[src/rtl/seg_display_pkg.sv]
// Shared constants for the product display: segment codes,
// converter state encoding and BCD nibble width.
package seg_display_pkg;

  localparam int BCD_W = 4;

  localparam logic [7:0] SEG_BLANK = 8'h00;

  localparam logic [7:0] SEG_DIGIT [0:9] = '{
    8'h3F, 8'h06, 8'h5B, 8'h4F, 8'h66,
    8'h6D, 8'h7D, 8'h07, 8'h7F, 8'h6F
  };

  typedef enum logic [1:0] {
    ST_IDLE,
    ST_LOAD,
    ST_SHIFT,
    ST_DONE
  } conv_state_t;

  function automatic logic [7:0] seg_encode(
    input logic [BCD_W-1:0] d,
    input logic             blank
  );
    logic [7:0] r;
    r = SEG_BLANK;
    if (!blank && d <= 4'd9)
      r = SEG_DIGIT[d];
    return r;
  endfunction

endpackage

[src/rtl/bcd8_converter.sv]
// Sequential shift-add-3 converter: 8-bit binary to three BCD digits,
// one LOAD cycle, eight SHIFT cycles, one DONE cycle.
module bcd8_converter
  import seg_display_pkg::*;
(
  input  logic             i_clk,
  input  logic             i_rst_n,
  input  logic             i_start,
  input  logic [7:0]       i_bin,
  output logic             o_busy,
  output logic             o_load,
  output logic             o_done,
  output logic [BCD_W-1:0] o_hundreds,
  output logic [BCD_W-1:0] o_tens,
  output logic [BCD_W-1:0] o_ones
);

  conv_state_t r_state;
  conv_state_t w_next;
  logic [19:0] r_sr;
  logic [19:0] w_adj;
  logic [2:0]  r_cnt;

  always_comb begin
    w_next = r_state;
    case (r_state)
      ST_IDLE:  if (i_start) w_next = ST_LOAD;
      ST_LOAD:  w_next = ST_SHIFT;
      ST_SHIFT: if (r_cnt == 3'd7) w_next = ST_DONE;
      ST_DONE:  w_next = ST_IDLE;
      default:  w_next = ST_IDLE;
    endcase
  end

  // Add-3 correction happens on the pre-shift value of each nibble.
  always_comb begin
    w_adj = r_sr;
    for (int i = 0; i < 3; i++) begin
      if (w_adj[8+4*i +: 4] >= 4'd5)
        w_adj[8+4*i +: 4] = w_adj[8+4*i +: 4] + 4'd3;
    end
  end

  always_ff @(posedge i_clk) begin
    if (!i_rst_n) begin
      r_state <= ST_IDLE;
      r_sr    <= '0;
      r_cnt   <= '0;
    end else begin
      r_state <= w_next;
      case (r_state)
        ST_LOAD: begin
          r_sr  <= {12'd0, i_bin};
          r_cnt <= '0;
        end
        ST_SHIFT: begin
          r_sr  <= {w_adj[18:0], 1'b0};
          r_cnt <= r_cnt + 3'd1;
        end
        default: ;
      endcase
    end
  end

  assign o_busy     = (r_state != ST_IDLE);
  assign o_load     = (r_state == ST_LOAD);
  assign o_done     = (r_state == ST_DONE);
  assign o_hundreds = r_sr[19:16];
  assign o_tens     = r_sr[15:12];
  assign o_ones     = r_sr[11:8];

endmodule

[src/rtl/product_seg_display.sv]
// Shows A, B and A*B in decimal on the eight 7-segment digits
// using a sampled snapshot, a BCD converter and a 4-slot scan.
module product_seg_display
  import seg_display_pkg::*;
#(
  parameter int CLK_HZ  = 100_000_000,
  parameter int SCAN_HZ = 1000
) (
  input  logic       clk_pin,
  input  logic       rst_n_pin,
  input  logic [3:0] operand_a,
  input  logic [3:0] operand_b,
  input  logic [7:0] product,
  output logic [7:0] an_pin,
  output logic [7:0] seg1_pin,
  output logic [7:0] seg0_pin
);

  localparam int SCAN_DIV = CLK_HZ / SCAN_HZ;
  localparam int PRE_W    = (SCAN_DIV > 2) ? $clog2(SCAN_DIV) : 1;

  logic [15:0]      r_snap;
  logic             w_start;
  logic             w_busy;
  logic             w_load;
  logic             w_done;
  logic [BCD_W-1:0] w_h;
  logic [BCD_W-1:0] w_t;
  logic [BCD_W-1:0] w_o;

  logic [3:0]       r_disp_a;
  logic [3:0]       r_disp_b;
  logic [BCD_W-1:0] r_disp_h;
  logic [BCD_W-1:0] r_disp_t;
  logic [BCD_W-1:0] r_disp_o;

  logic [PRE_W-1:0] r_pre;
  logic [1:0]       r_slot;

  assign w_start = !w_busy &&
                   ({operand_a, operand_b, product} != r_snap);

  bcd8_converter u_conv (
    .i_clk      (clk_pin),
    .i_rst_n    (rst_n_pin),
    .i_start    (w_start),
    .i_bin      (product),
    .o_busy     (w_busy),
    .o_load     (w_load),
    .o_done     (w_done),
    .o_hundreds (w_h),
    .o_tens     (w_t),
    .o_ones     (w_o)
  );

  // Display registers move only in DONE so a frame is never mixed.
  always_ff @(posedge clk_pin) begin
    if (!rst_n_pin) begin
      r_snap   <= '0;
      r_disp_a <= '0;
      r_disp_b <= '0;
      r_disp_h <= '0;
      r_disp_t <= '0;
      r_disp_o <= '0;
    end else begin
      if (w_load)
        r_snap <= {operand_a, operand_b, product};
      if (w_done) begin
        r_disp_a <= r_snap[15:12];
        r_disp_b <= r_snap[11:8];
        r_disp_h <= w_h;
        r_disp_t <= w_t;
        r_disp_o <= w_o;
      end
    end
  end

  logic       w_a_ten;
  logic       w_b_ten;
  logic [3:0] w_a_one;
  logic [3:0] w_b_one;

  assign w_a_ten = (r_disp_a >= 4'd10);
  assign w_b_ten = (r_disp_b >= 4'd10);
  assign w_a_one = r_disp_a - (w_a_ten ? 4'd10 : 4'd0);
  assign w_b_one = r_disp_b - (w_b_ten ? 4'd10 : 4'd0);

  logic [7:0] w_an;
  logic [7:0] w_seg1;
  logic [7:0] w_seg0;

  always_comb begin
    w_an   = (8'h80 >> r_slot) | (8'h08 >> r_slot);
    w_seg1 = SEG_BLANK;
    w_seg0 = SEG_BLANK;
    case (r_slot)
      2'd0: begin
        w_seg1 = seg_encode({3'd0, w_a_ten}, !w_a_ten);
        w_seg0 = SEG_BLANK;
      end
      2'd1: begin
        w_seg1 = seg_encode(w_a_one, 1'b0);
        w_seg0 = seg_encode(r_disp_h, r_disp_h == 4'd0);
      end
      2'd2: begin
        w_seg1 = seg_encode({3'd0, w_b_ten}, !w_b_ten);
        w_seg0 = seg_encode(r_disp_t,
                   (r_disp_h == 4'd0) && (r_disp_t == 4'd0));
      end
      default: begin
        w_seg1 = seg_encode(w_b_one, 1'b0);
        w_seg0 = seg_encode(r_disp_o, 1'b0);
      end
    endcase
  end

  always_ff @(posedge clk_pin) begin
    if (!rst_n_pin) begin
      r_pre    <= '0;
      r_slot   <= '0;
      an_pin   <= '0;
      seg1_pin <= '0;
      seg0_pin <= '0;
    end else begin
      if (r_pre == PRE_W'(SCAN_DIV - 1)) begin
        r_pre  <= '0;
        r_slot <= r_slot + 2'd1;
      end else begin
        r_pre <= r_pre + PRE_W'(1);
      end
      an_pin   <= w_an;
      seg1_pin <= w_seg1;
      seg0_pin <= w_seg0;
    end
  end

endmodule
[config.mk]
export PLATFORM = sky130hd
export DESIGN_NAME = product_seg_display
export DESIGN_NICKNAME = d
export VERILOG_FILES = /design/src/rtl/seg_display_pkg.sv /design/src/rtl/bcd8_converter.sv /design/src/rtl/product_seg_display.sv
export SDC_FILE = /design/constraint.sdc
export NUM_CORES = 1
export LEC_CHECK = 0
export ABC_AREA = 1
export CAP_MARGIN = 20
export CELL_PAD_IN_SITES_DETAIL_PLACEMENT = 0
export CELL_PAD_IN_SITES_GLOBAL_PLACEMENT = 1
export CORE_UTILIZATION = 39
export CTS_BUF_LIST = sky130_fd_sc_hd__clkbuf_16
export DETAILED_ROUTE_END_ITERATION = 7
export PLACE_DENSITY = 0.77
export SYNTH_ARGS = -nofsm -noshare
export SYNTH_HDL_FRONTEND = slang
export SYNTH_SLANG_ARGS = --single-unit
export TNS_END_PERCENT = 30
[constraint.sdc]
create_clock -name clk_pin -period 1.7 [get_ports clk_pin]
set_input_delay 0.17 -clock clk_pin [delete_from_list [all_inputs] [get_ports clk_pin]]
set_output_delay 0.17 -clock clk_pin [all_outputs]
set_load 0.02 [all_outputs]
==> flow_summary.yaml, run 1 <==
final_layout:
  layout.core_utilization: 0.496
  num_antenna_cells: 0
  footprint_of_the_multi_input_gates_um2: 3100
  area.sequential_um2: 1980
  final_nets: 875
  fill_cells: 1283
  drive_above_1_share: 0.156
  area.growth.synth_to_final_pct: 22.2
timing:
  final.hold.worst_slack_ps: 233
  finalCriticalPeriod_ps: 1700
  rsz0062_at_grt: "true"
  finalClockSkew_ps: 4.47
  max_slew_margin: 0.649
  final.setup.worst_slack_ps: -0.425
  tightest_slew_ps: 526
  min_period_over_period: 1.00
  final_number_of_max_transition_violations: 0
  final-hold-violation-count: 0
  fmax_ghz: 0.588
  finalSetupViolCount: 1
clock_network:
  cts_tree: "done"
  clock_tree.root_cell: "clkbuf_16"
  cts_max_level: 3
  cts.sinks: 98
  clkLatencyLatePin_ps: 350
  worst_setup_hold_path_clk_slew_ps: 60
  cts_buf_count: 9
  clk_path_buf_depth: 2
global_routing:
  gr-total-overflow: 0
  grt_max_degree: 38
  grt_first_pass_wirelength_um: 20100
  number_of_global_route_vias_before_repair: 4403
  globalRouteTotalUtil: 0.174
  grt_antenna_before_repair: 0
detailed_routing:
  avgViaCountPerCell: 4.77
  first_iter_violations: 260
  wl_per_cell_um: 11.9
  detail_route.wirelength_um: 11800
  via_count: 4720
  number_of_routed_nets_with_antenna_violations: 0
  post-route-drc-count: 0
  detailed_routing_iteration_count_for_the_pre_antenna_repair_pass: 7
worst_setup_path:
  cp_slowest_stage_delay_ps: 360
  critical_path.slowest_cell: "dfxtp_4"
  criticalPathCategory: "flip-flop to flip-flop"
  cpLargestDelayFamily: "simple AND/OR/NAND/NOR gates"
  critical_path.max_fanout: 5
  crit_path_start_kind: "flip-flop"
  critical_path.cell_chain: "nor2_4 -> nor2_4 -> ha_4 -> ha_4 -> buf_4 -> a21oi_2 -> nand2_1 -> o21ai_1 -> nor2_1 -> nor2_1 -> nor2_1"
  critPathBufInv: 1
  critPathMostFrequentCell: "nor2_1"
  required_ps: 1910
  setup.worst_path.end_class: "flip-flop"
  critical_path_at_ps: 1910
synth:
  dominantRegCellSynth: "dfxtp_1"
  netlist_area_um2: 5440
  synth-seq-area-share: 0.361
  synthDistinctLibCells: 43
  synthArstFlopShare: 0
  synth_enable_flop_cells: 0
  postSynthAreaPerCell_um2: 7.21
  ys_warns: 0
  ys_ff_latch: 98
  postSynthCellCount: 754
die:
  core_box_area_um2: 13400
  io_pins: 42
  floorplan.initialDensity: 0.406
  die-height_um: 120
  fp.dieArea_um2: 14400
  fp.dieW_um: 120
  floorplan.rows: 42
power:
  cellPowerDensity_nw_per_um2: 1180
  p_clk_frac: 0.248
  seq_power_share: 0.382
  cell_internal_pwr_w: 0.00506
  power.share.combinational: 0.370
  power.net_switching_w: 0.00278
  vdd_ir_drop_max_v: 0.000815
  cellLeakagePower_nw: 2.76
  swShare: 0.354
flow_run:
  drv.max_cap_violation_count: 0
status:
  run_status: "complete, but fails checks"
  violations_in_the_final_reports: "negative setup slack"
placement:
  dp_hpwl_um: 8660
  gp_congestion: 0.815
  io_buffer_count: 39
min_path:
  timing.hold.worst.class: "input port to flip-flop"
-- layer usage --
metal / vias to the layer above / global-route usage / part of all wire
li1: 2540 / - / -
met1: 2085 / 0.222 / 0.49
met2: 82 / 0.288 / 0.46
met3: 13 / 0.0266 / 0.030
met4: 0 / 0.0773 / 0.019
met5: - / 0 / 0
-- cell families after synthesis --
kind of cell               after synthesis  share of synthesized area
AOI/OAI and AO/OA                      177                      0.176
xor gates and xnor gates                10                     0.0161
adders and majority gates               47                      0.108
buffers and inverters                  141                      0.104
DFF                                     98                      0.361
other                                    1                   0.000690
and+or+nand+nor                        280                      0.234
-- layout make-up --
cell class | count | share of cell area
clock buffers | 9 | 0.0339
clock inverters | 5 | 0.00715
inverters | 115 | 0.0655
multi-input cells | 516 | 0.466
flip-flops and latches | 98 | 0.297
well taps | 176 | 0.0331
repair buffers | 70 | 0.0968
-- power by group through the flow --
stage	sequential [W]	clock [W]	combinational, W
2_1_floorplan	0.00294	0	0.00182
3_3_place_gp	0.00300	0	0.00256
3_5_place_dp	0.00302	0	0.00262
4_1_cts	0.00297	0.00203	0.00272
5_1_grt	0.00305	0.00212	0.00328
6_report	0.00299	0.00195	0.00290
-- synthesized netlist by cell type, types with 4 or more instances --
cell	count	area, um2
a21oi_1	79	395
nor2_1	56	210
o211ai_1	19	143
xor2_1	5	43.8
o21ai_1	6	30.0
xnor2_1	5	43.8
ha_1	47	588
buf_4	6	45.0
inv_2	9	33.8
inv_1	104	390
nand2_2	4	25.0
clkbuf_1	9	33.8
nand2_1	142	533
o21ai_0	65	325
nand3_2	6	60.1
or2_2	8	50.1
dfxtp_1	98	1960
nand3_1	38	190
buf_2	6	30.0
nor3_1	7	35.0
-- cells in the final DEF, fill, tap and decap left out, types with 5 or more instances in the layout --
| master | instances |
|---|---|
| a21oi_1 | 74 |
| a21oi_2 | 7 |
| buf_4 | 29 |
| clkbuf_16 | 9 |
| clkdlybuf4s50_1 | 38 |
| dfxtp_1 | 89 |
| dfxtp_2 | 8 |
| ha_1 | 36 |
| ha_4 | 7 |
| inv_1 | 101 |
| inv_2 | 12 |
| nand2_1 | 138 |
| nand2_2 | 8 |
| nand3_1 | 36 |
| nand3_2 | 8 |
| nor2_1 | 52 |
| nor2_4 | 6 |
| nor3_1 | 7 |
| o211ai_1 | 19 |
| o21ai_0 | 56 |
| o21ai_1 | 11 |
| or2_2 | 6 |
| xnor2_1 | 5 |
| xor2_1 | 5 |
-- worst min-delay path: cells and delay by family --
family                 cells  cell delay (ps)
AND/OR/NAND/NOR            1              110
buffers and inverters      2              250
-- metrics by stage --
step                      std cells  TNS [ps]  worst slack, ps  instance area [um2]  total power, W
final                           989    -0.425           -0.425                 6650         0.00783
after global routing            989      -383            -79.0                 6650         0.00846
after CTS                       986         0            0.259                 6490         0.00773
after detailed placement        970      -519             -121                 6140         0.00564
after global placement          970      -226            -78.6                 6140         0.00556
after floorplan                 755     -10.9            -5.46                 5450         0.00476
-- path summary, 6_finish.rpt --
check,from,to,slack [ps],depth (start not counted)
setup reg to reg,r_disp_b[1],seg1_pin[4],-0.4,11
hold / removal,rst_n_pin,seg1_pin[2],230,3
setup / recovery,r_disp_b[1],seg1_pin[4],-0.4,11
hold reg to reg,r_pre[0],r_pre[0],450,1
-- flip-flops by register name (all words and copies together) (netlist names) --
signal / flops
an_pin: 4
r_disp_a: 4
r_disp_b: 4
r_disp_h: 4
r_disp_o: 4
r_disp_t: 4
r_pre: 17
r_slot: 2
r_snap: 16
seg0_pin: 7
seg1_pin: 7
u_conv.r_cnt: 3
u_conv.r_sr: 20
u_conv.r_state: 2
-- repair_timing --
action,CTS,global route
resized for setup,15,43
endpoints found under the setup margin,7,23
pin swaps,9,15
buffers inserted,2,3
hold buffers,0,0
cloned,0,0
(Power assumes the default switching activity.)
==> inputs of run 2 (changes only) <==
--- a/config.mk
+++ b/config.mk
@@ -12,8 +12,9 @@
 export CORE_UTILIZATION = 39
 export CTS_BUF_LIST = sky130_fd_sc_hd__clkbuf_16
 export DETAILED_ROUTE_END_ITERATION = 7
-export PLACE_DENSITY = 0.77
+export PLACE_DENSITY = 0.76
 export SYNTH_ARGS = -nofsm -noshare
 export SYNTH_HDL_FRONTEND = slang
+export SYNTH_HIERARCHICAL = 1
 export SYNTH_SLANG_ARGS = --single-unit
 export TNS_END_PERCENT = 30
==> flow_summary.yaml, run 2 <==
timing:
  max_slew_margin: 0.635
  final_number_of_max_transition_violations: 0
  min_period_over_period: 0.975
  finalClockSkew_ps: 5.25
  rsz0062_at_grt: "true"
  finalSetupViolCount: 0
  final-hold-violation-count: 0
  final.setup.worst_slack_ps: 42.4
  finalCriticalPeriod_ps: 1660
  final.hold.worst_slack_ps: 453
  fmax_ghz: 0.603
  tightest_slew_ps: 546
global_routing:
  gr-total-overflow: 0
  grt_antenna_before_repair: 0
  globalRouteTotalUtil: 0.176
  number_of_global_route_vias_before_repair: 4697
  grt_max_degree: 41
  grt_first_pass_wirelength_um: 21000
die:
  floorplan.initialDensity: 0.404
  die-height_um: 123
  fp.dieArea_um2: 15000
  core_box_area_um2: 14000
  io_pins: 42
  floorplan.rows: 43
  fp.dieW_um: 123
worst_setup_path:
  worstReg2RegStart: "r_disp_b[2]"
  criticalPathCategory: "flip-flop to flip-flop"
  critical_path.cell_chain: "nor2_4 -> nor2_4 -> ha_4 -> ha_4 -> inv_2 -> or2_2 -> o211ai_1 -> nand2_1 -> a21oi_1"
  setup.worst_path.end_class: "flip-flop"
  critical_path.slowest_cell: "dfxtp_2"
  crit_path_start_kind: "flip-flop"
  cpLargestDelayFamily: "simple AND/OR/NAND/NOR gates"
  critical_path_at_ps: 1930
  required_ps: 1970
  r2r_slack_ps: 40
  r2r.worst_path.cells: 9
  endpoint: "seg1_pin[0]"
  critical_path.reg2reg.endpoint: "seg1_pin[0]"
  cp_slowest_stage_delay_ps: 340
  worst_setup_path_startpoint: "r_disp_b[2]"
  critical_path.max_fanout: 4
  critPathBufInv: 1
  cp_num_cells: 9
synth:
  ys_warns: 6
  postSynthAreaPerCell_um2: 7.21
  synthDistinctLibCells: 41
  dominantRegCellSynth: "dfxtp_1"
  ys_ff_latch: 98
  yosysTopAreaCellShare: 0.346
  yosysMostFrequentCell: "nand2_1"
  synthArstFlopShare: 0
  synth_area_leaders: "dfxtp_1 (35%), nand2_1 (10%), ha_1 (10%)"
  synth_enable_flop_cells: 0
  postSynthCellCount: 787
  synth-seq-area-share: 0.346
  netlist_area_um2: 5680
  synth_top_cells_by_count: "nand2_1 (158), dfxtp_1 (98), inv_1 (87)"
  synth_top_cell_by_area: "dfxtp_1"
final_layout:
  area.growth.synth_to_final_pct: 20.6
  layout.core_utilization: 0.487
  drive_above_1_share: 0.166
  most_common_cell_after_layout_fill_and_taps_aside: "nand2_1"
  final_nets: 911
  max_flop_register: "u_conv/r_sr"
  finish.cell_count_without_fillers: 1031
  top_regs: "u_conv/r_sr x20, r_pre x17, r_snap x16"
  largest_register_ffs: 20
  commonest_cells_after_routing_fill_and_taps_aside: "nand2_1 (156), dfxtp_1 (91), inv_1 (85)"
  num_antenna_cells: 0
status:
  run_status: "finished clean"
clock_network:
  cts_max_level: 3
  clkLatencyLatePin_ps: 340
  clk_path_buf_depth: 2
  worst_setup_hold_path_clk_slew_ps: 70
  cts.sinks: 98
  cts_buf_count: 9
  clock_tree.root_cell: "clkbuf_16"
  cts_tree: "done"
detailed_routing:
  avgViaCountPerCell: 4.90
  via_count: 5050
  first_iter_violations: 340
  post-route-drc-count: 0
  detail_route.wirelength_um: 12600
  detailed_routing_iteration_count_for_the_pre_antenna_repair_pass: 5
  number_of_routed_nets_with_antenna_violations: 0
  wl_per_cell_um: 12.2
power:
  cellLeakagePower_nw: 2.88
  vdd_ir_drop_max_v: 0.000500
  cellPowerDensity_nw_per_um2: 1070
placement:
  detailedPlace.worstSlack_ps: -208
  post-place-cells: 1010
  gp_congestion: 0.829
  io_buffer_count: 39
  dp_hpwl_um: 9400
flow_run:
  drv.max_cap_violation_count: 0
min_path:
  timing.hold.worst.class: "flip-flop to flip-flop"
run 2: cell types whose count changed in the layout (fill, tap and decap cells not counted), sizes merged, moves of 4 or more:
cell | previous run | this run
a21oi | 81 | 65
buf | 32 | 46
inv | 113 | 95
nand2 | 148 | 169
nand3 | 44 | 64
nand4 | 3 | 20
nor2 | 60 | 83
o211ai | 19 | 10
o21ai | 71 | 51
xor2 | 5 | 9
run 2: repair_timing:
item	in CTS	in global routing
pin swaps	9	12
resized for setup	14	23
setup endpoints to repair	7	11
setup buffers	2	3
hold buffers	0	0
run 2: cells by family (layout without fill, tap and decap cells):
logic type                 Yosys count  after routing  synth area share
xor gates and xnor gates            15             15            0.0231
adders and majority gates           47             47             0.104
and+or+nand+nor                    360            360             0.291
AOI/OAI and AO/OA                  132            132             0.130
other                                1              2          0.000661
DFF                                 98             98             0.346
buffers and inverters              134            197             0.106
run 2: power by group:
part,leakage (nW),switching (W),internal (W)
sequential,0.799,0.000241,0.00262
clock,0.131,0.000889,0.000975
combinational,1.95,0.00151,0.00108
run 2: worst min-delay path by stage:
stage,depth (start not counted),startpoint,endpoint
floorplan,2,product[0],r_snap[0]
global placement,1,r_pre[0],r_pre[0]
detailed placement,1,r_pre[0],r_pre[0]
CTS,3,operand_a[0],r_snap[12]
global route,3,operand_a[0],r_snap[12]
finish,1,r_pre[0],r_pre[0]
run 2: metrics by stage:
step	instance area (um2)	power [W]	setup TNS (ps)
final	6840	0.00731	0
after floorplan	5690	0.00451	-20.1
after detailed placement	6410	0.00532	-887
after global placement	6410	0.00527	-748
after CTS	6740	0.00727	0
after global routing	6840	0.00786	-251
run 2: layout make-up:
type	count	area (um2)
inverter	96	362
multi-input combinational	556	3250
tap	180	225
timing repair buffer	85	773
fill	1344	7200
sequential	98	1970
clock buffer	9	225
clock inverter	7	37.5
run 2: routing by layer:
layer	wire length [um]	vias to the layer above	GRT usage
met3	321	11	0.0288
li1	-	2658	-
met4	157	0	0.0587
met2	5770	80	0.288
met1	6310	2301	0.233
met5	0	-	0
